===== src/rtl/i2c_target.sv =====
// I2C target endpoint: synchronises SCL/SDA, detects START/STOP, matches a 7-bit address,
// ACKs it, delivers written bytes and serves read bytes MSB first.
module i2c_target #(
  parameter logic [6:0] ADDR        = 7'h1A,
  parameter int         SYNC_STAGES = 2
) (
  input  logic       sys_clk,
  input  logic       rst_n,
  input  logic       scl_in,
  input  logic       sda_in,
  output logic       sda_oe,
  output logic       busy,
  output logic [7:0] rx_data,
  output logic       rx_valid,
  input  logic [7:0] tx_data,
  output logic       tx_req,
  output logic       start_det,
  output logic       stop_det,
  output logic [2:0] dbg_state
);

  // Fabric handshake: rx_valid and tx_req are single-cycle strobes with no back-pressure.
  // rx_data is stable from the rx_valid cycle until the next byte; tx_data must be valid
  // whenever a byte may load, and tx_req marks the cycle after it was captured.

  typedef enum logic [2:0] {
    S_IDLE     = 3'd0,
    S_ADDR     = 3'd1,
    S_ADDR_ACK = 3'd2,
    S_RX       = 3'd3,
    S_RX_ACK   = 3'd4,
    S_TX       = 3'd5,
    S_TX_ACK   = 3'd6,
    S_SKIP     = 3'd7
  } state_e;

  logic [SYNC_STAGES-1:0] scl_sync_q, scl_sync_d;
  logic [SYNC_STAGES-1:0] sda_sync_q, sda_sync_d;
  logic                   scl_hist_q, scl_hist_d;
  logic                   sda_hist_q, sda_hist_d;

  state_e     state_q, state_d;
  logic [3:0] bit_cnt_q, bit_cnt_d;
  logic [7:0] shift_q, shift_d;
  logic       rw_q, rw_d;
  logic       sda_oe_q, sda_oe_d;
  logic [7:0] rx_data_q, rx_data_d;
  logic       rx_valid_q, rx_valid_d;
  logic       tx_req_q, tx_req_d;
  logic       start_det_q, start_det_d;
  logic       stop_det_q, stop_det_d;

  logic scl_s, sda_s;
  logic scl_rise, scl_fall, start_cond, stop_cond;
  logic tx_load;

  assign scl_s      = scl_sync_q[SYNC_STAGES-1];
  assign sda_s      = sda_sync_q[SYNC_STAGES-1];
  assign scl_rise   = scl_s & ~scl_hist_q;
  assign scl_fall   = ~scl_s & scl_hist_q;
  // Conditions need SCL high in both samples, so an SDA change racing an SCL edge is ignored.
  assign start_cond = scl_s & scl_hist_q & sda_hist_q & ~sda_s;
  assign stop_cond  = scl_s & scl_hist_q & ~sda_hist_q & sda_s;

  // State register: input synchronisers plus all protocol state. Synchronisers reset to
  // the idle bus level so reset release never looks like a bus condition.
  always_ff @(posedge sys_clk or negedge rst_n) begin
    if (!rst_n) begin
      scl_sync_q  <= '1;
      sda_sync_q  <= '1;
      scl_hist_q  <= 1'b1;
      sda_hist_q  <= 1'b1;
      state_q     <= S_IDLE;
      bit_cnt_q   <= 4'd0;
      shift_q     <= 8'd0;
      rw_q        <= 1'b0;
      sda_oe_q    <= 1'b0;
      rx_data_q   <= 8'd0;
      rx_valid_q  <= 1'b0;
      tx_req_q    <= 1'b0;
      start_det_q <= 1'b0;
      stop_det_q  <= 1'b0;
    end else begin
      scl_sync_q  <= scl_sync_d;
      sda_sync_q  <= sda_sync_d;
      scl_hist_q  <= scl_hist_d;
      sda_hist_q  <= sda_hist_d;
      state_q     <= state_d;
      bit_cnt_q   <= bit_cnt_d;
      shift_q     <= shift_d;
      rw_q        <= rw_d;
      sda_oe_q    <= sda_oe_d;
      rx_data_q   <= rx_data_d;
      rx_valid_q  <= rx_valid_d;
      tx_req_q    <= tx_req_d;
      start_det_q <= start_det_d;
      stop_det_q  <= stop_det_d;
    end
  end

  // Next-state logic. START/STOP override any SCL edge seen in the same cycle.
  always_comb begin
    scl_sync_d  = {scl_sync_q[SYNC_STAGES-2:0], scl_in};
    sda_sync_d  = {sda_sync_q[SYNC_STAGES-2:0], sda_in};
    scl_hist_d  = scl_s;
    sda_hist_d  = sda_s;
    state_d     = state_q;
    bit_cnt_d   = bit_cnt_q;
    shift_d     = shift_q;
    rw_d        = rw_q;
    sda_oe_d    = sda_oe_q;
    rx_data_d   = rx_data_q;
    rx_valid_d  = 1'b0;
    tx_req_d    = 1'b0;
    start_det_d = 1'b0;
    stop_det_d  = 1'b0;
    tx_load     = 1'b0;

    if (start_cond) begin
      state_d     = S_ADDR;
      bit_cnt_d   = 4'd0;
      sda_oe_d    = 1'b0;
      start_det_d = 1'b1;
    end else if (stop_cond) begin
      state_d    = S_IDLE;
      sda_oe_d   = 1'b0;
      stop_det_d = 1'b1;
    end else if (scl_rise) begin
      case (state_q)
        S_ADDR: begin
          shift_d = {shift_q[6:0], sda_s};
          if (bit_cnt_q == 4'd7) begin
            bit_cnt_d = 4'd0;
            if (shift_q[6:0] == ADDR) begin
              state_d = S_ADDR_ACK;
              rw_d    = sda_s;
            end else begin
              state_d = S_SKIP;
            end
          end else begin
            bit_cnt_d = bit_cnt_q + 4'd1;
          end
        end
        S_RX: begin
          shift_d = {shift_q[6:0], sda_s};
          if (bit_cnt_q == 4'd7) begin
            bit_cnt_d  = 4'd0;
            rx_data_d  = {shift_q[6:0], sda_s};
            rx_valid_d = 1'b1;
            state_d    = S_RX_ACK;
          end else begin
            bit_cnt_d = bit_cnt_q + 4'd1;
          end
        end
        S_TX_ACK: begin
          // bit_cnt is already 0 here, so TX loads a fresh byte on the next falling edge.
          state_d = sda_s ? S_SKIP : S_TX;
        end
        default: ;
      endcase
    end else if (scl_fall) begin
      case (state_q)
        S_ADDR_ACK, S_RX_ACK: begin
          // sda_oe itself tells the drive phase from the release phase of the ACK slot.
          if (!sda_oe_q) begin
            sda_oe_d = 1'b1;
          end else begin
            sda_oe_d = 1'b0;
            if ((state_q == S_ADDR_ACK) && rw_q) begin
              state_d = S_TX;
              tx_load = 1'b1;
            end else begin
              state_d = S_RX;
            end
          end
        end
        S_TX: begin
          if (bit_cnt_q == 4'd0) begin
            tx_load = 1'b1;
          end else if (bit_cnt_q == 4'd8) begin
            sda_oe_d  = 1'b0;
            bit_cnt_d = 4'd0;
            state_d   = S_TX_ACK;
          end else begin
            sda_oe_d  = ~shift_q[7];
            shift_d   = {shift_q[6:0], 1'b0};
            bit_cnt_d = bit_cnt_q + 4'd1;
          end
        end
        default: ;
      endcase
      // bit_cnt counts bits already placed on the line for the current TX byte.
      if (tx_load) begin
        shift_d   = {tx_data[6:0], 1'b0};
        sda_oe_d  = ~tx_data[7];
        tx_req_d  = 1'b1;
        bit_cnt_d = 4'd1;
      end
    end
  end

  // Output logic
  always_comb begin
    sda_oe    = sda_oe_q;
    busy      = (state_q != S_IDLE) && (state_q != S_SKIP);
    rx_data   = rx_data_q;
    rx_valid  = rx_valid_q;
    tx_req    = tx_req_q;
    start_det = start_det_q;
    stop_det  = stop_det_q;
    dbg_state = state_q;
  end

endmodule


===== config.mk =====
export PLATFORM = sky130hd
export DESIGN_NAME = i2c_target
export DESIGN_NICKNAME = d
export VERILOG_FILES = /design/src/rtl/i2c_target.sv
export SDC_FILE = /design/constraint.sdc
export NUM_CORES = 1
export LEC_CHECK = 0
export ABC_AREA = 1
export BUFFER_PORTS_ARGS = -buffer_cell sky130_fd_sc_hd__buf_2
export CORE_ASPECT_RATIO = 1.25
export CORE_MARGIN = 2
export CORE_UTILIZATION = 44
export CTS_BUF_LIST = sky130_fd_sc_hd__clkbuf_4
export DETAILED_ROUTE_END_ITERATION = 10
export SKIP_CTS_REPAIR_TIMING = 1
export SYNTH_ARGS = -nofsm -noshare
export SYNTH_HDL_FRONTEND = slang
export SYNTH_SLANG_ARGS = --single-unit

===== constraint.sdc =====
create_clock -name sys_clk -period 3 [get_ports sys_clk]
set_input_delay 0.3 -clock sys_clk [delete_from_list [all_inputs] [get_ports sys_clk]]
set_output_delay 0.3 -clock sys_clk [all_outputs]
set_load 0.01 [all_outputs]

== Word-level counts from Yosys, hierarchy flattened ==
Index checks and enable logic that the tools add are counted.

* Reductions and logical operators: 20
* Muxes and demuxes: 61
* $add $sub $neg: 1
* Bitwise logic cells: 15
* Equality and inequality tests: 24

{| class="wikitable"
|+ Operators by type and width
! operator !! count
|-
| $mux 8 || 7
|-
| $mux 4 || 10
|-
| $mux 3 || 11
|-
| $ne 5x5->1 const B || 6
|-
| $mux 1 || 28
|-
| $reduce_bool 3->1 || 4
|-
| $reduce_and 5->1 || 2
|-
| $reduce_bool 5->1 || 2
|-
| $eq 3x3->1 const B || 3
|-
| $ne 3x2->1 const B || 3
|-
| $pmux 3 s3 || 1
|-
| $not 1->1 || 8
|-
| $reduce_and 8->1 || 1
|-
| $reduce_bool 4->1 || 2
|-
| $and 1x1->1 || 7
|-
| $eq 7x5->1 const B || 1
|-
| $reduce_and 7->1 || 1
|-
| $eq 3x2->1 const B || 2
|-
| $ne 6x1->1 const B || 1
|-
| $pmux 3 s2 || 1
|-
| $reduce_and 6->1 || 1
|-
| $add 4x1->4 const B || 1
|-
| $eq 4x3->1 const B || 1
|-
| $eq 4x4->1 const B || 1
|-
| 12 further kinds || 16
|}

* Bits of input ports: 12
* Output and inout bits: 17
* Register bits: 35
* Word-level logic and storage cells: 135

== Depth between registers and ports, before layout ==
Gate-level depths: netlist of the first run.

* Depth after elaboration: 14
* Gate-level depth with buffers: 12
* Mapped depth without buffers: 11

== Least setup slack after synthesis of the first run ==
Ideal clock, no wire load.

* Path kind: register to register
* Start point: register scl_hist_q
* End point: register bit_cnt_q[1]
* Period minus slack after synthesis: 1,799 ps
* Setup slack: 1,201 ps
* Data required time: 2,882 ps
* Setup time: 118 ps
* Path buffers: 2
* Arrival time: 1,682 ps
* Cell stages (with the launch flop): 11
* Path through: dfstp_2 > inv_1 > ha_1 > buf_2 > inv_1 > clkbuf_1 > nand4_1 > nand2_1 > nor2_1 > nand3_1 > nand2_1

* Longest elaborated chain between the ends: 5
* Elaborated cells between the ends (all ways): 17
* Classes of those cells: eq/ne: 3; mux: 3; bitwise: 8; reduce/logical: 3

{| class="wikitable"
|+ RTL lines
! what !! RTL line !! RTL
|-
| start, declared || 39 || <nowiki>logic scl_hist_q, scl_hist_d;</nowiki>
|-
| start signal, assigned || 86 || <nowiki>scl_hist_q <= scl_hist_d;</nowiki>
|-
| $and 1x1->1 / $not 1->1 (equally long branches) || 62, 63, 59 ||
|-
| $and 1x1->1 (on tied branches) || 62, 59, 63 ||
|-
| $and 1x1->1, or another cell as far along || 62 || <nowiki>assign start_cond = scl_s & scl_hist_q & sda_hist_q & ~sda_s;</nowiki>
|-
| $ne 4x3->1 (no source line), or another cell as far along || -- ||
|-
| $reduce_and 5->1 (no source line) / $mux 4 (equally long branches) || -- ||
|-
| end signal, assigned || 89 || <nowiki>bit_cnt_q <= bit_cnt_d;</nowiki>
|-
| end, declared || 43 || <nowiki>logic [3:0] bit_cnt_q, bit_cnt_d;</nowiki>
|}

Several ways; a longest one is shown, not always the timed one. The select of a mux whose other input is x is not followed.
A chain may end at the register's enable or synchronous reset.

== Final worst setup path of the first run ==
* Start point: register scl_sync_q[1]
* End point: register state_q[0] (netlist: dbg_state[0])

* Longest elaborated chain between the ends: 5
* Elaborated cells between the ends (all ways): 20
* Classes of those cells: eq/ne: 6; mux: 3; bitwise: 8; reduce/logical: 3

{| class="wikitable"
|+ RTL lines
! what !! RTL line !! RTL
|-
| start, declared || 37 || <nowiki>logic [SYNC_STAGES-1:0] scl_sync_q, scl_sync_d;</nowiki>
|-
| start signal, assigned || 84 || <nowiki>scl_sync_q <= scl_sync_d;</nowiki>
|-
| $and 1x1->1 || 62, 63 ||
|-
| $and 1x1->1 (on tied branches) (2 in series) || 62, 63 ||
|-
| $ne 6x1->1 (no source line), or another cell as far along || -- ||
|-
| $reduce_and 8->1 (no source line) / $mux 3 (equally long branches) || -- ||
|-
| end signal, assigned || 88 || <nowiki>state_q <= state_d;</nowiki>
|-
| end, declared || 42 || <nowiki>state_e state_q, state_d;</nowiki>
|}

Several ways; a longest one is shown, not always the timed one.

==> results of run 1 <==
==> where the power goes <==
part / total, mW / switching [mW] / leakage, nW / internal, mW
clock network: 0.262 / 0.152 / 0.0361 / 0.109
logic: 0.702 / 0.448 / 0.760 / 0.254
registers: 0.723 / 0.141 / 0.451 / 0.581
==> metrics by stage <==
stage          instance area (µm²)  setup WS, ps  instances  util [%]
6_report                      2270           714        358      51.3
5_1_grt                       2270           480        358      51.3
4_1_cts                       2270           726        358      51.3
3_5_place_dp                  2210           748        350      50.0
3_3_place_gp                  2210           850        350      50.0
2_1_floorplan                 2040          1200        270         -
==> worst min path at each step <==
stage | end | slack (ps) | from
6_report | rx_data[5]$_DFFE_PN0P_ | 30 | rst_n
4_1_cts | rx_data[5]$_DFFE_PN0P_ | 40 | rst_n
5_1_grt | scl_sync_q[0]$_DFF_PN1_ | 30 | scl_in
3_5_place_dp | sda_sync_q[1]$_DFF_PN1_ | 350 | sda_sync_q[0]$_DFF_PN1_
2_1_floorplan | bit_cnt_q[0]$_DFFE_PN0P_ | 4 | rst_n
3_3_place_gp | sda_sync_q[1]$_DFF_PN1_ | 350 | sda_sync_q[0]$_DFF_PN1_
==> routing by layer <==
layer | vias up | track usage [%] | part of all wire (%)
li1 | 925 | - | -
met1 | 836 | 26.9 | 45
met2 | 37 | 33.3 | 51
met3 | 6 | 3.36 | 3.1
met4 | 0 | 7.23 | 1.5
met5 | - | 0 | 0
==> registers in the layout (all words and copies together), names as in the netlist, 2 cells and up <==
| name | cells |
|---|---|
| sda_sync_q | 2 |
| scl_sync_q | 2 |
| bit_cnt_q | 4 |
| shift_q | 8 |
| dbg_state | 3 |
| rx_data | 8 |
==> kinds of logic after synthesis <==
kind of cell,count (synthesis),share of synthesized area (%)
compound gates,24,5.89
flops,35,43.3
buf+inv,37,7.92
fa+ha+maj,5,3.07
simple gates,169,39.8
==> cell type report <==
type	count	area, µm²	share of cell area, %
Multi-Input combinational cell	198	993	43.8
Tap cell	58	72.6	3.20
Clock buffer	7	52.6	2.32
Inverter	31	121	5.35
Clock inverter	1	5.00	0.221
Timing Repair Buffer	28	140	6.18
Sequential cell	35	883	38.9
==> cell usage in the layout, fill, tap and decap left out, types with 3 or more instances in the layout <==
cell type   n
ha_1        5
nand3_2     4
nor2_1     22
dfstp_2     6
nor2_4      3
o21ai_1    10
o21ai_0    12
dfrtp_1    29
nand2_2     6
nand2_1    84
inv_1      28
buf_2      28
clkbuf_4    7
nand4_1     5
nand3_1    35
==> worst register-to-register path, stage by stage (launching register included) <==
cell	delay, ps
dfstp_2	570
ha_1	390
inv_1	350
nand2_1	270
nor2_1	80
nand2_1	60
nand2_1	40
nor2_1	200
nand2_1	120
nand2_1	70
nand2_1	50
==> flow_metrics.env, run 1 <==
export IMPL_cts_tree="yes"
export IMPL_cp_depth=10
export IMPL_p_per_area_nw_per_um2=743
export IMPL_netlist_area_leader_share_pct=35.6
export IMPL_synth_cells=270
export IMPL_worst_skew_pair_late_latency_ps=330
export IMPL_syn_avg_cell_area_um2=7.55
export IMPL_yosysUniqueCellTypes=27
export IMPL_synth_common_cells="84 x nand2_1, 35 x nand3_1, 29 x dfrtp_1"
export IMPL_peakVddDrop_uv=421
export IMPL_r2r_slack_ps=710
export IMPL_worstSetupStartpointType="flip-flop"
export IMPL_leakage_nw=1.25
export IMPL_whs_ps=27.7
export IMPL_drt_pass1_iterations=4
export IMPL_synth_seq_area_share_pct=43.3
export IMPL_yosysMostFrequentCell="nand2_1"
export IMPL_drt_iter0_drc=84
export IMPL_io_buffers=28
export IMPL_ys_flop_type="dfrtp_1"
export IMPL_grt_pass1_wl_mm=8.04
export IMPL_hold_violations=0
export IMPL_drv_slew=0
export IMPL_boundaryPins=29
export IMPL_grt_max_degree=36
export IMPL_wirelength_mm=4.60
export IMPL_via_per_inst=5.04
export IMPL_fin_setup_tns_ps=0
export IMPL_num_antenna_cells=0
export IMPL_die_h_um=80.1
export IMPL_worst_path_max_fanout=16
export IMPL_path_class="flip-flop to flip-flop"
export IMPL_drc=0
export IMPL_path_clk_slew_ps=110
export IMPL_dieArea_um2=5200
export IMPL_fin_skew_ps=9.66
export IMPL_synthesis_nets=287
export IMPL_drive_gt1_share_pct=21.7
export IMPL_critPathMaxStageDelay_ps=570
export IMPL_root_buffer="clkbuf_4"
export IMPL_holdCritPathClass="input pin to async pin"
export IMPL_report_power_total_mw=1.69
export IMPL_synth_edff_count=0
export IMPL_crit_path_cell_trace="ha_1 > inv_1 > nand2_1 > nor2_1 > nand2_1 > nand2_1 > nor2_1 > nand2_1 > nand2_1 > nand2_1"
export IMPL_start_util_pct=46.1
export IMPL_routabilityCongestion=0.872
export IMPL_endpoint="dbg_state[0]$_DFFE_PN0P_"
export IMPL_netlist_top_cells_area="dfrtp_1 36%, nand2_1 15%, nand3_1 8.6%, dfstp_2 7.7%, inv_1 5.2%"
export IMPL_vias=1804
export IMPL_place_hpwl_mm=3.46
export IMPL_syn_area_um2=2040
export IMPL_ys_ff_latch=35
export IMPL_dieWidth_um=64.9
export IMPL_grt_ovfl_total=0
export IMPL_cts_sinks=35
export IMPL_required_ps=3230
export IMPL_setup_viol=0
export IMPL_grt_util_all_layers_pct=20.3
export IMPL_syn_to_final_growth_pct=11.3
export IMPL_cts_buffers=5
export IMPL_path_delay_family="simple AND/OR/NAND/NOR gates"
export IMPL_rsz0062_at_grt="false"
export IMPL_cp_startpoint="scl_sync_q[1]$_DFF_PN1_"
export IMPL_max_freq_mhz=437
export IMPL_rows=27
export IMPL_critPathArrivalTime_ps=2510
export IMPL_grt_pass1_vias=1654
export IMPL_worstMarginPinSlew_ps=772
export IMPL_rr_startpoint="scl_sync_q[1]$_DFF_PN1_"
export IMPL_critPathCaptureType="flip-flop"
export IMPL_routedWlPerCell_um=12.8
export IMPL_core_um2=4430
export IMPL_synth_warnings=0
export IMPL_finalCritPeriodShare_pct=76.2
export IMPL_outcome="completed"
export IMPL_fillers=467
export IMPL_period_needed_ps=2290
export IMPL_ant_nets=0
export IMPL_critical_path_buf_inv_count=1
export IMPL_ff2ff_path_depth=10
export IMPL_synth_top_area_cell="dfrtp_1"
export IMPL_clock_path_buffers=2
export IMPL_cp_common_cell="nand2_1"
export IMPL_critPathSlowestCell="dfstp_2"
export IMPL_antenna_found_initial=0
export IMPL_nNetsFinal=316
export IMPL_max_slew_margin_pct=48.5
export IMPL_cts_max_level=2
export IMPL_async_flop_share_pct=100
export IMPL_max_cap_violations=0
export IMPL_r2r_end="dbg_state[0]$_DFFE_PN0P_"
Power figures use the tool's default switching activity.
==> run 2, diff against run 1 <==
- clock period: 3 -> 2.2 ns (I/O delays scaled with it)
==> run 2 against run 1 <==
Against the previous run:
- sequential share of layout area decreased by 0.82 points
- cell count rose by 1.7%
- non-clock buffer count increased by 6
- flip-flop and latch count did not move
- total power rose by 37%
- worst hold slack improved by 130 ps
- largest power group unchanged
- clock skew increased by 3.4 ps
- critical endpoint unchanged
- global-route usage is 0.49 points higher
- sequential power up 36%
- clock power increased by 32%
==> flow_metrics.env, run 2 (synthesis gave the netlist of run 1 again) <==
export IMPL_die_h_um=80.1
export IMPL_r2r_slack_ps=230
export IMPL_fin_skew_ps=13.1
export IMPL_grt_max_degree=36
export IMPL_period_needed_ps=1970
export IMPL_whs_ps=159
export IMPL_cts_max_level=2
export IMPL_pwr_share_seq_pct=42.7
export IMPL_hold_violations=0
export IMPL_ant_nets=0
export IMPL_vias=1828
export IMPL_routedWlPerCell_um=12.9
export IMPL_dieWidth_um=64.9
export IMPL_setup_viol=0
export IMPL_cp_startpoint="scl_sync_q[1]$_DFF_PN1_"
export IMPL_wirelength_mm=4.70
export IMPL_worstMarginPinSlew_ps=769
export IMPL_boundaryPins=29
export IMPL_report_power_total_mw=2.31
export IMPL_routabilityCongestion=0.840
export IMPL_comb_power_share_pct=42.3
export IMPL_leakage_nw=1.27
export IMPL_nNetsFinal=322
export IMPL_drt_iter0_drc=81
export IMPL_cts_buffers=5
export IMPL_drt_pass1_iterations=4
export IMPL_ff2ff_path_depth=10
export IMPL_critPathArrivalTime_ps=2210
export IMPL_final_common_cell="nand2_1"
export IMPL_path_clk_slew_ps=100
export IMPL_cts_sinks=35
export IMPL_worst_path_max_fanout=6
export IMPL_final_cell_mix="84 x nand2_1, 35 x nand3_1, 29 x dfrtp_1"
export IMPL_gr_usage_met3_pct=4.20
export IMPL_grt_busiest_layer="met2"
export IMPL_grt_pass1_vias=1757
export IMPL_fin_setup_tns_ps=0
export IMPL_rows=27
export IMPL_required_ps=2440
export IMPL_peakVddDrop_uv=521
export IMPL_grt_util_met1_pct=25.5
export IMPL_holdCritPathClass="input pin to flip-flop"
export IMPL_syn_to_final_growth_pct=13.7
export IMPL_critPathCaptureType="flip-flop"
export IMPL_p_per_area_nw_per_um2=995
export IMPL_sw_frac_of_total_pct=44.5
export IMPL_root_buffer="clkbuf_4"
export IMPL_worstSetupStartpointType="flip-flop"
export IMPL_clock_path_buffers=2
export IMPL_outcome="completed"
export IMPL_critPathSlowestCell="dfstp_2"
export IMPL_dp_cells=353
export IMPL_drv_slew=0
export IMPL_via_per_inst=5.02
export IMPL_num_antenna_cells=0
export IMPL_rsz0062_at_grt="false"
export IMPL_worst_skew_pair_late_latency_ps=350
export IMPL_finalCritPeriodShare_pct=89.5
export IMPL_hold_end="sda_oe$_DFFE_PN0P_"
export IMPL_io_buffers=28
export IMPL_place_hpwl_mm=3.44
export IMPL_fin_cells=364
export IMPL_p_clk_share_pct=15.0
export IMPL_dieArea_um2=5200
export IMPL_min_path_cells=4
export IMPL_rr_startpoint="scl_sync_q[1]$_DFF_PN1_"
export IMPL_grt_util_all_layers_pct=20.8
export IMPL_max_slew_margin_pct=48.7
export IMPL_drive_gt1_share_pct=21.9
export IMPL_max_cap_violations=0
export IMPL_r2r_end="dbg_state[0]$_DFFE_PN0P_"
export IMPL_path_class="flip-flop to flip-flop"
export IMPL_internal_power_mw=1.28
export IMPL_crit_path_cell_trace="ha_1 > nand2_1 > nor2_4 > nor2_1 > nand3_1 > nand2_1 > nor2_1 > nand2_1 > nand2_1 > nand2_1"
export IMPL_drc=0
export IMPL_grtUsageMet2_pct=35.1
export IMPL_antenna_found_initial=0
export IMPL_grt_pass1_wl_mm=8.27
export IMPL_core_um2=4430
export IMPL_cp_common_cell="nand2_1"
export IMPL_hold_start="tx_data[7]"
export IMPL_start_util_pct=46.1
export IMPL_p_sw_mw=1.03
export IMPL_critPathMaxStageDelay_ps=570
export IMPL_cts_tree="yes"
export IMPL_max_freq_mhz=508
export IMPL_grt_ovfl_total=0
[run 2: routing by layer]
layer	part of all wire, %	wire length, µm
met3	4.4	205
met4	2.2	102
met2	51	2390
met5	0	0
met1	43	2000
[run 2: layout make-up]
type                    count  area, µm²
multi-input cells         198        993
fillers                   468       2110
clock inverters             2       8.76
inverters                  31        121
clock buffers               6       45.0
flip-flops and latches     35        883
well taps                  58       72.6
repair buffers             34        193
[run 2: power groups by stage]
stage               Sequential, mW  Clock [mW]  Combinational, mW
finish                       0.983       0.346              0.976
global route                  1.01       0.390               1.13
CTS                          0.984       0.361              0.976
detailed placement           0.997           0              0.968
global placement             0.992           0              0.970
floorplan                    0.948           0              0.753
[run 2: worst max-delay path: cells and delay by family (launching register included)]
kind,cells,cell delay (ps)
simple gates,9,1090
fa+ha+maj,1,210
flops,1,570
[run 2: how the worst max path moves through the flow]
stage | endpoint | slack, ps | cells past startpoint
after floorplan | bit_cnt_q[1]$_DFFE_PN0P_ | 400 | 10
after global placement | dbg_state[0]$_DFFE_PN0P_ | 220 | 10
after detailed placement | dbg_state[0]$_DFFE_PN0P_ | 240 | 10
after CTS | dbg_state[0]$_DFFE_PN0P_ | 220 | 10
after global routing | dbg_state[1]$_DFFE_PN0P_ | 30 | 10
final | dbg_state[0]$_DFFE_PN0P_ | 230 | 10
[run 2: through the flow]
stage               worst slack (ps)  area (µm²)  util, %
CTS                              223        2290     51.7
global placement                 223        2230     50.5
detailed placement               244        2230     50.5
global route                    31.0        2320     52.4
floorplan                        401        2040        -
finish                           231        2320     52.4
